File: src/rtl/hazard_forward_ctrl.sv
// ---------------------------------------------------------------------------
// hazard_forward_ctrl
//
// Hazard-detection and forwarding controller for the pipelined MIPS core.
// It records the destination register of every in-flight instruction across
// DEPTH pipeline latches after ID. From that record it decides whether the
// instruction in ID must stall, and where each of its operands comes from.
//
// Ports
//   clk          clock
//   rst          synchronous reset, active low; takes priority over freeze
//   freeze       global pipeline hold: tracking, EX selects and counter hold
//   id_valid     ID holds a real instruction
//   id_flush     ID instruction is squashed this cycle
//   id_rs/id_rt  source registers of the ID instruction
//   id_use_rs/rt ID instruction actually reads rs / rt
//   id_rd        destination register of the ID instruction
//   id_wr        ID instruction writes the register file
//   id_load      ID instruction is a load
//   id_branch    ID instruction compares its operands in ID
//   stall        hold PC and IF/ID, insert a bubble into ID/EX (combinational)
//   fwd_id_a/b   ID compare operand select: 0 = regfile, p = latch p (comb.)
//   fwd_ex_a/b   EX operand select for the instruction now in EX (registered)
//   stall_cnt    saturating count of stall cycles
// ---------------------------------------------------------------------------
module hazard_forward_ctrl #(
    parameter int REG_AW   = 5,
    parameter int DEPTH    = 3,
    parameter int LOAD_LAT = 1,
    parameter int SEL_W    = 2,
    parameter int CNT_W    = 16
) (
    input  logic              clk,
    input  logic              rst,
    input  logic              freeze,
    input  logic              id_valid,
    input  logic              id_flush,
    input  logic [REG_AW-1:0] id_rs,
    input  logic [REG_AW-1:0] id_rt,
    input  logic              id_use_rs,
    input  logic              id_use_rt,
    input  logic [REG_AW-1:0] id_rd,
    input  logic              id_wr,
    input  logic              id_load,
    input  logic              id_branch,
    output logic              stall,
    output logic [SEL_W-1:0]  fwd_id_a,
    output logic [SEL_W-1:0]  fwd_id_b,
    output logic [SEL_W-1:0]  fwd_ex_a,
    output logic [SEL_W-1:0]  fwd_ex_b,
    output logic [CNT_W-1:0]  stall_cnt
);

    // Position arithmetic must hold DEPTH+1 (the position a producer reaches
    // one cycle after leaving the last tracked latch).
    localparam int PW = $clog2(DEPTH + 2);

    // First latch position at which a result can be forwarded.
    localparam logic [PW-1:0] AVAIL_ALU  = PW'(2);
    localparam logic [PW-1:0] AVAIL_LOAD = PW'(2 + LOAD_LAT);

    // ------------------------------------------------------------------
    // Tracking entries, position 1 (ID/EX) .. DEPTH (last latch)
    // ------------------------------------------------------------------
    logic [DEPTH:1]    ent_valid_q, ent_valid_d;
    logic [DEPTH:1]    ent_wr_q,    ent_wr_d;
    logic [REG_AW-1:0] ent_rd_q    [1:DEPTH];
    logic [REG_AW-1:0] ent_rd_d    [1:DEPTH];
    logic [PW-1:0]     ent_avail_q [1:DEPTH];
    logic [PW-1:0]     ent_avail_d [1:DEPTH];

    logic [SEL_W-1:0]  fwd_ex_a_q, fwd_ex_a_d;
    logic [SEL_W-1:0]  fwd_ex_b_q, fwd_ex_b_d;
    logic [CNT_W-1:0]  stall_cnt_q, stall_cnt_d;

    // ------------------------------------------------------------------
    // Per-source resolution: index 0 = rs (operand A), 1 = rt (operand B)
    // ------------------------------------------------------------------
    logic [1:0][REG_AW-1:0] src_reg;
    logic [1:0]             src_use;
    logic [1:0]             ex_haz;
    logic [1:0]             br_haz;
    logic [1:0][SEL_W-1:0]  ex_sel;
    logic [1:0][SEL_W-1:0]  id_sel;

    assign src_reg = {id_rt, id_rs};
    assign src_use = {id_use_rt, id_use_rs};

    genvar gi;
    generate
        for (gi = 0; gi < 2; gi++) begin : g_src
            logic          hit;
            logic [PW-1:0] hit_pos;
            logic [PW-1:0] hit_avail;
            logic [PW-1:0] nxt_pos;
            logic          ex_haz_l;
            logic          br_haz_l;
            logic [SEL_W-1:0] ex_sel_l;
            logic [SEL_W-1:0] id_sel_l;

            // Scan from the oldest latch to the youngest so the last hit
            // written is the youngest producer; older producers are shadowed
            // even if their data would already be available.
            always_comb begin
                hit       = 1'b0;
                hit_pos   = '0;
                hit_avail = '0;
                for (int i = DEPTH; i >= 1; i--) begin
                    if (ent_valid_q[i] && ent_wr_q[i] &&
                        (ent_rd_q[i] == src_reg[gi]) &&
                        (src_reg[gi] != '0) && src_use[gi]) begin
                        hit       = 1'b1;
                        hit_pos   = PW'(i);
                        hit_avail = ent_avail_q[i];
                    end
                end
            end

            // The consumer reaches EX next cycle, when the producer has
            // advanced one latch.
            assign nxt_pos = hit_pos + PW'(1);

            // EX operand: a producer past the last latch has written the
            // regfile, which is write-through, so the regfile path is fine.
            always_comb begin
                ex_haz_l = 1'b0;
                ex_sel_l = '0;
                if (hit && (nxt_pos <= PW'(DEPTH))) begin
                    if (nxt_pos >= hit_avail) begin
                        ex_sel_l = SEL_W'(nxt_pos);
                    end else begin
                        ex_haz_l = 1'b1;
                    end
                end
            end

            // Branch compare operand is consumed in ID this cycle.
            always_comb begin
                br_haz_l = 1'b0;
                id_sel_l = '0;
                if (hit && id_branch) begin
                    if (hit_pos >= hit_avail) begin
                        id_sel_l = SEL_W'(hit_pos);
                    end else begin
                        br_haz_l = 1'b1;
                    end
                end
            end

            assign ex_haz[gi] = ex_haz_l;
            assign br_haz[gi] = br_haz_l;
            assign ex_sel[gi] = ex_sel_l;
            assign id_sel[gi] = id_sel_l;
        end
    endgenerate

    // ------------------------------------------------------------------
    // Stall and issue decision
    // ------------------------------------------------------------------
    logic live;
    logic issue;

    // A squashed or empty ID slot never stalls, whatever its operands match.
    assign live  = id_valid & ~id_flush;
    assign stall = live & ((|ex_haz) | (|br_haz));
    assign issue = live & ~stall;

    assign fwd_id_a = id_sel[0];
    assign fwd_id_b = id_sel[1];

    // ------------------------------------------------------------------
    // Next-state logic
    // ------------------------------------------------------------------
    always_comb begin
        ent_valid_d = ent_valid_q;
        ent_wr_d    = ent_wr_q;
        ent_rd_d    = ent_rd_q;
        ent_avail_d = ent_avail_q;
        fwd_ex_a_d  = fwd_ex_a_q;
        fwd_ex_b_d  = fwd_ex_b_q;
        stall_cnt_d = stall_cnt_q;

        if (!freeze) begin
            // Advance every tracked instruction one latch; the oldest
            // falls off the end.
            for (int i = DEPTH; i >= 2; i--) begin
                ent_valid_d[i] = ent_valid_q[i-1];
                ent_wr_d[i]    = ent_wr_q[i-1];
                ent_rd_d[i]    = ent_rd_q[i-1];
                ent_avail_d[i] = ent_avail_q[i-1];
            end

            if (issue) begin
                ent_valid_d[1] = 1'b1;
                ent_wr_d[1]    = id_wr;
                ent_rd_d[1]    = id_rd;
                ent_avail_d[1] = id_load ? AVAIL_LOAD : AVAIL_ALU;
                fwd_ex_a_d     = ex_sel[0];
                fwd_ex_b_d     = ex_sel[1];
            end else begin
                // Bubble: nothing to forward into EX next cycle.
                ent_valid_d[1] = 1'b0;
                ent_wr_d[1]    = 1'b0;
                ent_rd_d[1]    = '0;
                ent_avail_d[1] = AVAIL_ALU;
                fwd_ex_a_d     = '0;
                fwd_ex_b_d     = '0;
            end

            if (stall && (stall_cnt_q != {CNT_W{1'b1}})) begin
                stall_cnt_d = stall_cnt_q + CNT_W'(1);
            end
        end
    end

    // ------------------------------------------------------------------
    // State registers
    // ------------------------------------------------------------------
    always_ff @(posedge clk) begin
        if (!rst) begin
            ent_valid_q <= '0;
            ent_wr_q    <= '0;
            for (int i = 1; i <= DEPTH; i++) begin
                ent_rd_q[i]    <= '0;
                ent_avail_q[i] <= '0;
            end
            fwd_ex_a_q  <= '0;
            fwd_ex_b_q  <= '0;
            stall_cnt_q <= '0;
        end else begin
            ent_valid_q <= ent_valid_d;
            ent_wr_q    <= ent_wr_d;
            ent_rd_q    <= ent_rd_d;
            ent_avail_q <= ent_avail_d;
            fwd_ex_a_q  <= fwd_ex_a_d;
            fwd_ex_b_q  <= fwd_ex_b_d;
            stall_cnt_q <= stall_cnt_d;
        end
    end

    assign fwd_ex_a  = fwd_ex_a_q;
    assign fwd_ex_b  = fwd_ex_b_q;
    assign stall_cnt = stall_cnt_q;

endmodule

File: config.mk
export PLATFORM = sky130hd
export DESIGN_NAME = hazard_forward_ctrl
export DESIGN_NICKNAME = d
export VERILOG_FILES = /design/src/rtl/hazard_forward_ctrl.sv
export SDC_FILE = /design/constraint.sdc
export NUM_CORES = 1
export LEC_CHECK = 0
export CAP_MARGIN = 20
export CORE_MARGIN = 3
export CORE_UTILIZATION = 57
export DETAILED_ROUTE_END_ITERATION = 10
export PLACE_DENSITY = 0.86
export SYNTH_ARGS = -nofsm -noshare
export SYNTH_HDL_FRONTEND = slang
export SYNTH_SLANG_ARGS = --single-unit
File: constraint.sdc
create_clock -name clk -period 6.5 [get_ports clk]
set_input_delay 0.975 -clock clk [delete_from_list [all_inputs] [get_ports clk]]
set_output_delay 0.975 -clock clk [all_outputs]
set_load 0.1 [all_outputs]
After elaboration in Yosys (flattened, before gate mapping)
Cells that the tools add are included.
{"block": "totals", "register_bits": 50, "latchBits": 0, "mem_bits_rw": 0, "mem_bits_ro": 0, "output_inout_bits": 25, "word_cells": 106, "mem_count": 0}
{"block": "classes", "add_sub_neg": 3, "mul": 0, "div": 0, "order_cmp": 6, "n_eq_ne": 7, "n_shift": 0, "mux": 41, "bitwise": 7, "reduce_logical": 31}
{"cell": "5-bit equality test", "n": 6}
{"cell": "3-bit two-way mux", "n": 10}
{"cell": "1-bit logical AND", "n": 26}
{"cell": "2-bit two-way mux", "n": 12}
{"cell": "1-bit two-way mux", "n": 18}
{"cell": "16-bit by 1-bit adder with 16-bit output (second input constant)", "n": 1}
{"cell": "16-bit != test (second input constant)", "n": 1}
{"cell": "3-bit >= comparator", "n": 4}
{"cell": "5-bit nonzero test", "n": 2}
{"cell": "3-bit by 1-bit adder with 3-bit output (second input constant)", "n": 2}
{"cell": "3-bit by 2-bit <= comparator with 1-bit output (second input constant)", "n": 2}
{"cell": "5-bit two-way mux", "n": 1}
{"cell": "2-bit OR reduction", "n": 2}
{"cell": "1-bit bitwise AND", "n": 3}
{"cell": "1-bit inverter", "n": 3}
{"cell": "2-bit AND reduction", "n": 1}
{"cell": "1-bit bitwise OR", "n": 1}

Logic depth before layout (Yosys ltp)
Gate-level depths: netlist (run 1).
{"block": "logic_depth", "word_depth": 17, "depth_mapped": 16, "ltp_nobuf": 15}

Worst setup path before layout (run 1)
OpenSTA, ideal clock, no wires.
{"block": "synth_path", "path_kind": "input -> output", "startpoint": "input id_rt[0]", "endpoint": "output fwd_id_b[1]", "arrival_ps": 4904, "t_required_ps": 5525, "setup_slack_ps": 621, "cell_stages": 11, "n_path_buf": 0, "cell_sequence": "or4_1 > o21ai_1 > or3_1 > nor2_1 > a22oi_1 > o21ai_0 > ha_1 > nand2b_1 > a21oi_1 > nand2b_1 > nor3_1"}
{"block": "synth_between", "elab_chain_cells": 10, "word_cells_on_any_way": 26}
{"element": "start, declared", "line_no": "39", "text": "input logic [REG_AW-1:0] id_rt,"}
{"element": "5-bit equality test", "line_no": "110", "text": "(ent_rd_q[i] == src_reg[gi]) &&"}
{"element": "1-bit logical AND", "line_no": "109", "text": "if (ent_valid_q[i] && ent_wr_q[i] &&"}
{"element": "1-bit logical AND", "line_no": "110"}
{"element": "1-bit logical AND", "line_no": "111", "text": "(src_reg[gi] != '0) && src_use[gi]) begin"}
{"element": "2-bit two-way mux or 3-bit two-way mux (tied branches)", "line_no": "109"}
{"element": "3-bit two-way mux (2 in series)", "line_no": "109"}
{"element": "3-bit >= comparator", "line_no": "142", "text": "if (hit_pos >= hit_avail) begin"}
{"element": "2-bit two-way mux", "line_no": "142"}
{"element": "2-bit two-way mux (*)", "line_no": "141", "text": "if (hit && id_branch) begin"}
{"element": "end, declared", "line_no": "48", "text": "output logic [SEL_W-1:0] fwd_id_b,"}
Every way passes the cells marked *; elsewhere a longest branch is shown, timed or not.

Worst setup path after layout (run 1)
{"block": "layout_path", "startpoint": "input id_rt[0]", "endpoint": "output stall"}
{"block": "layout_between", "elab_chain_cells": 14, "word_cells_on_any_way": 36}
{"element": "5-bit equality test", "line_no": "110"}
{"element": "1-bit logical AND", "line_no": "109"}
{"element": "1-bit logical AND", "line_no": "110"}
{"element": "1-bit logical AND", "line_no": "111"}
{"element": "2-bit two-way mux", "line_no": "109"}
{"element": "3-bit two-way mux (2 in series)", "line_no": "109"}
{"element": "3-bit by 1-bit adder with 3-bit output", "line_no": "121", "text": "assign nxt_pos = hit_pos + PW'(1);"}
{"element": "3-bit >= comparator or 3-bit by 2-bit <= comparator with 1-bit output (tied branches)", "line_no": "129, 128"}
{"element": "1-bit two-way mux or 1-bit logical AND (tied branches)", "line_no": "129, 128"}
{"element": "1-bit two-way mux", "line_no": "128", "text": "if (hit && (nxt_pos <= PW'(DEPTH))) begin"}
{"element": "2-bit OR reduction", "line_no": "165", "text": "assign stall = live & ((|ex_haz) | (|br_haz));"}
{"element": "1-bit bitwise OR (*)", "line_no": "165"}
{"element": "1-bit bitwise AND (*)", "line_no": "165"}
{"element": "end, declared", "line_no": "46", "text": "output logic stall,"}
Marked as above.

==> summary.md, run 1 <==
| Metric | Value |
|---|---|
| Critical Path RT | 5520 ps |
| Count of warnings emitted by yosys | 0 |
| Core Rows | 24 |
| Min-Delay Path Class | reg -> reg |
| Total Die Area | 5720 µm² |
| Maximum number of pins on one net before global-route repair | 41 |
| Critical path startpoint category | input pin |
| Global-route total usage across every layer | 22.9% |
| Via count normalized by instance count | 5.81 |
| Number of max-cap violations | 0 |
| Crit path capture type | output port |
| Crit path buffers/inverters | 2 |
| Final number of max-transition violations | 0 |
| Synth top area cells | sky130_fd_sc_hd__dfxtp_1, sky130_fd_sc_hd__xnor2_1, sky130_fd_sc_hd__mux2i_1 |
| Measured slew at the worst slew-check pin | 977 ps |
| Starting density of the core | 61.3% |
| TritonCTS clock tree | yes |
| Area added between synthesis and finish | 23.4% |
| Result of the run | finished, final reports clean |
| Maximum single-stage delay on the critical path | 590 ps |
| Type of the setup path with the least slack | in -> out |
| Overflow left after global routing | 0 |
| Fraction of final layout cells sized beyond drive strength 1 | 5.87% |
| Total power of the final layout | 607 µW |
| HPWL after detailed placement | 4600 µm |
| Number of flip-flops and latches in the synthesized netlist | 47 |
| Die outline height | 75.6 µm |
| Wire length of the first global-routing pass | 9980 µm |
| Post-CTS Hold Buffers | 0 |
| Crit path cell chain | clkdlybuf4s50_1, or4_1, o21ai_1, or3_1, nor2_1, a221o_1, o21ai_0, fa_1, a21oi_1, a22oi_1, a31oi_4, nor2_2, nor2_1, buf_4 |
| Total power density per cell area | 178 nW/µm² |
| Largest family of logic cells by synthesized area | simple AND/OR/NAND/NOR gates |
| Global placer's final weighted congestion | 0.917 |
| Minimum period implied by the final worst setup slack | 5720 ps |
| Leading cell type in the layout, fill and taps excluded | sky130_fd_sc_hd__dfxtp_1 |
| Static leakage | 1.25 nW |
| CTS sink cnt | 47 |
| Main synth FF type | sky130_fd_sc_hd__dfxtp_1 |
| Most used cells in the layout excluding fill and tap cells | sky130_fd_sc_hd__dfxtp_1, sky130_fd_sc_hd__clkdlybuf4s50_1, sky130_fd_sc_hd__xnor2_1 |
| Number of library cell types mapped by synthesis | 43 |
| Cell accounting for the most synthesized area | sky130_fd_sc_hd__dfxtp_1 |
| Fin. Hold Viols | 0 |
| WP data arrival | 4750 ps |
| Synthesized netlist net count | 346 |
| EDFF count, synth | 0 |
| Worst IR Drop VDD | 158 µV |
| Basic-gate share of the synthesized area counting and, or, nand and nor cells | 23.0% |
| Cell type group with the largest total delay on the critical path | compound AO/OA/AOI/OAI gates |
| Area of the mapped netlist | 2760 µm² |
| DR pass1 iterations | 4 |
| Post-Syn Area per Cell | 8.94 µm² |
| Share of synthesized cell area in full adder, half adder and majority cells | 5.98% |
| Number of placed I/O pins | 50 |
| CP most frequent cell | sky130_fd_sc_hd__nor2_1 |
| Width of the die | 75.6 µm |
| Root buf cell | sky130_fd_sc_hd__clkbuf_8 |
| Placed cell count | 402 |
| Setup violators final | 0 |
| Area share of the leading cell type in the synthesized netlist | 34.1% |
| Number of DRC violations after detailed-routing iteration 0 | 129 |
| Maximum count of clock buffers along a single path | 2 |
| Total negative slack | 0 ps |
| Worst-skew pair later-pin latency | 310 ps |
| Final Cycle Share | 88.0% |
| Total wire length after detailed routing | 6340 µm |
| WL/cell | 15.5 µm |
| Post-Syn Instances | 309 |
| Number of global-route vias before repair | 2134 |
| Mux cell area share after synthesis | 6.88% |
| Unrepaired setup endpoints after global routing | false |
| Total setup buffers inserted after CTS | 0 |
| # diodes | 0 |
| PostCTS Resize Cnt | 0 |
| Fmax | 175 MHz |
| Proportion of register bits with asynchronous set or reset after synthesis | 0% |
| Parity-gate share of the synthesized area counting xor and xnor cells | 10.1% |
| Seq/Total Area, Yosys | 34.1% |
| Largest clock skew in the final design | 6.44 ps |
| Antenna violations before repair | 0 |
| Number of standard cells in the final layout excluding fillers | 410 |
| Fillcell total | 345 |
| Total clock buffers created by CTS | 5 |
| Critical path peak fanout | 5 |
| Number of nets with antenna violations after routing | 0 |
| Smallest hold slack | 479 ps |
| Slew HR | 34.7% |
| # nets final | 394 |
| Final Util | 75.7% |
| Vias after detailed routing | 2381 |
| Placeable core region | 4500 µm² |
| Residual DRC count | 0 |
| Count of input and output buffers | 49 |
| Area fraction in compound gates after synthesis | 16.8% |
| Worst-path clk slew | 90 ps |
| Clock H-tree levels | 2 |
| Cell with the biggest individual delay on the critical path | sky130_fd_sc_hd__or4_1 |
-- where the power goes --
part / internal [mW] / leakage, nW / switching [mW]
Sequential: 0.291 / 0.380 / 0.00372
Clock: 0.153 / 0.0644 / 0.104
Combinational: 0.0294 / 0.808 / 0.0252
Total: 0.474 / 1.25 / 0.133
-- state kept, by name (all words and copies together), names as in the netlist --
register and cells:
fwd_ex_b 2, ent_avail_q 6, ent_rd_q 15, ent_wr_q 3
fwd_ex_a 2, stall_cnt 16, ent_valid_q 3
-- logic make-up after synthesis --
kind of cell	after synthesis
muxes	19
adders and majority gates	12
xor gates and xnor gates	32
DFF	47
AOI/OAI and AO/OA	61
buffers and inverters	19
and+or+nand+nor	119
-- layer usage --
metal	track usage (%)	share of wire (%)	up-vias
met5	0	0	-
met3	4.49	5.1	16
met4	7.38	2.0	0
met1	30.5	45	1104
li1	-	-	1190
met2	37.3	48	71
-- synthesized netlist by cell type, drive strengths merged, types with 5 or more instances --
library cell and count:
clkbuf 6, and3 7, or4 5, nor2b 21, nor3 11, o21ai 14
o21a 14, nand2 22, or3 7, a21boi 7, buf 5, nand2b 5
nand3 12, mux2i 19, nor2 17, ha 10, a22o 9, xnor2 32
inv 8, dfxtp 47
-- stage by stage --
step | area, µm² | setup WS, ps
6_report | 3410 | 780
5_1_grt | 3410 | 530
3_5_place_dp | 3270 | 872
2_1_floorplan | 2760 | 621
3_3_place_gp | 3270 | 910
4_1_cts | 3410 | 794
-- final cells by class --
class                           count  area, µm²  area share [%]
Multi-Input combinational cell    243       1740            50.9
Sequential cell                    47        941            27.6
Timing Repair Buffer               52        500            14.7
Clock buffer                        5       68.8            2.02
Clock inverter                      3       67.6            1.98
Tap cell                           52       65.1            1.91
Inverter                            8       30.0           0.881
-- worst paths after layout --
check,start,endpoint,slack (ps),depth (start not counted)
max reg2reg,ent_rd_q[8],stall_cnt[13],2680,12
min reg2reg,fwd_ex_b[0],fwd_ex_b[0],480,1
min,fwd_ex_b[0],fwd_ex_b[0],480,1
max,id_rt[0],stall,780,14
No activity file was read; power rests on OpenSTA's default activity.
==> inputs of run 2 (changes only) <==
Settings changed: SKIP_CTS_REPAIR_TIMING set to 1, SLEW_MARGIN set to 15.
==> results of run 2 <==
No change in the layout: final DEF, timing and power equal those of run 1.
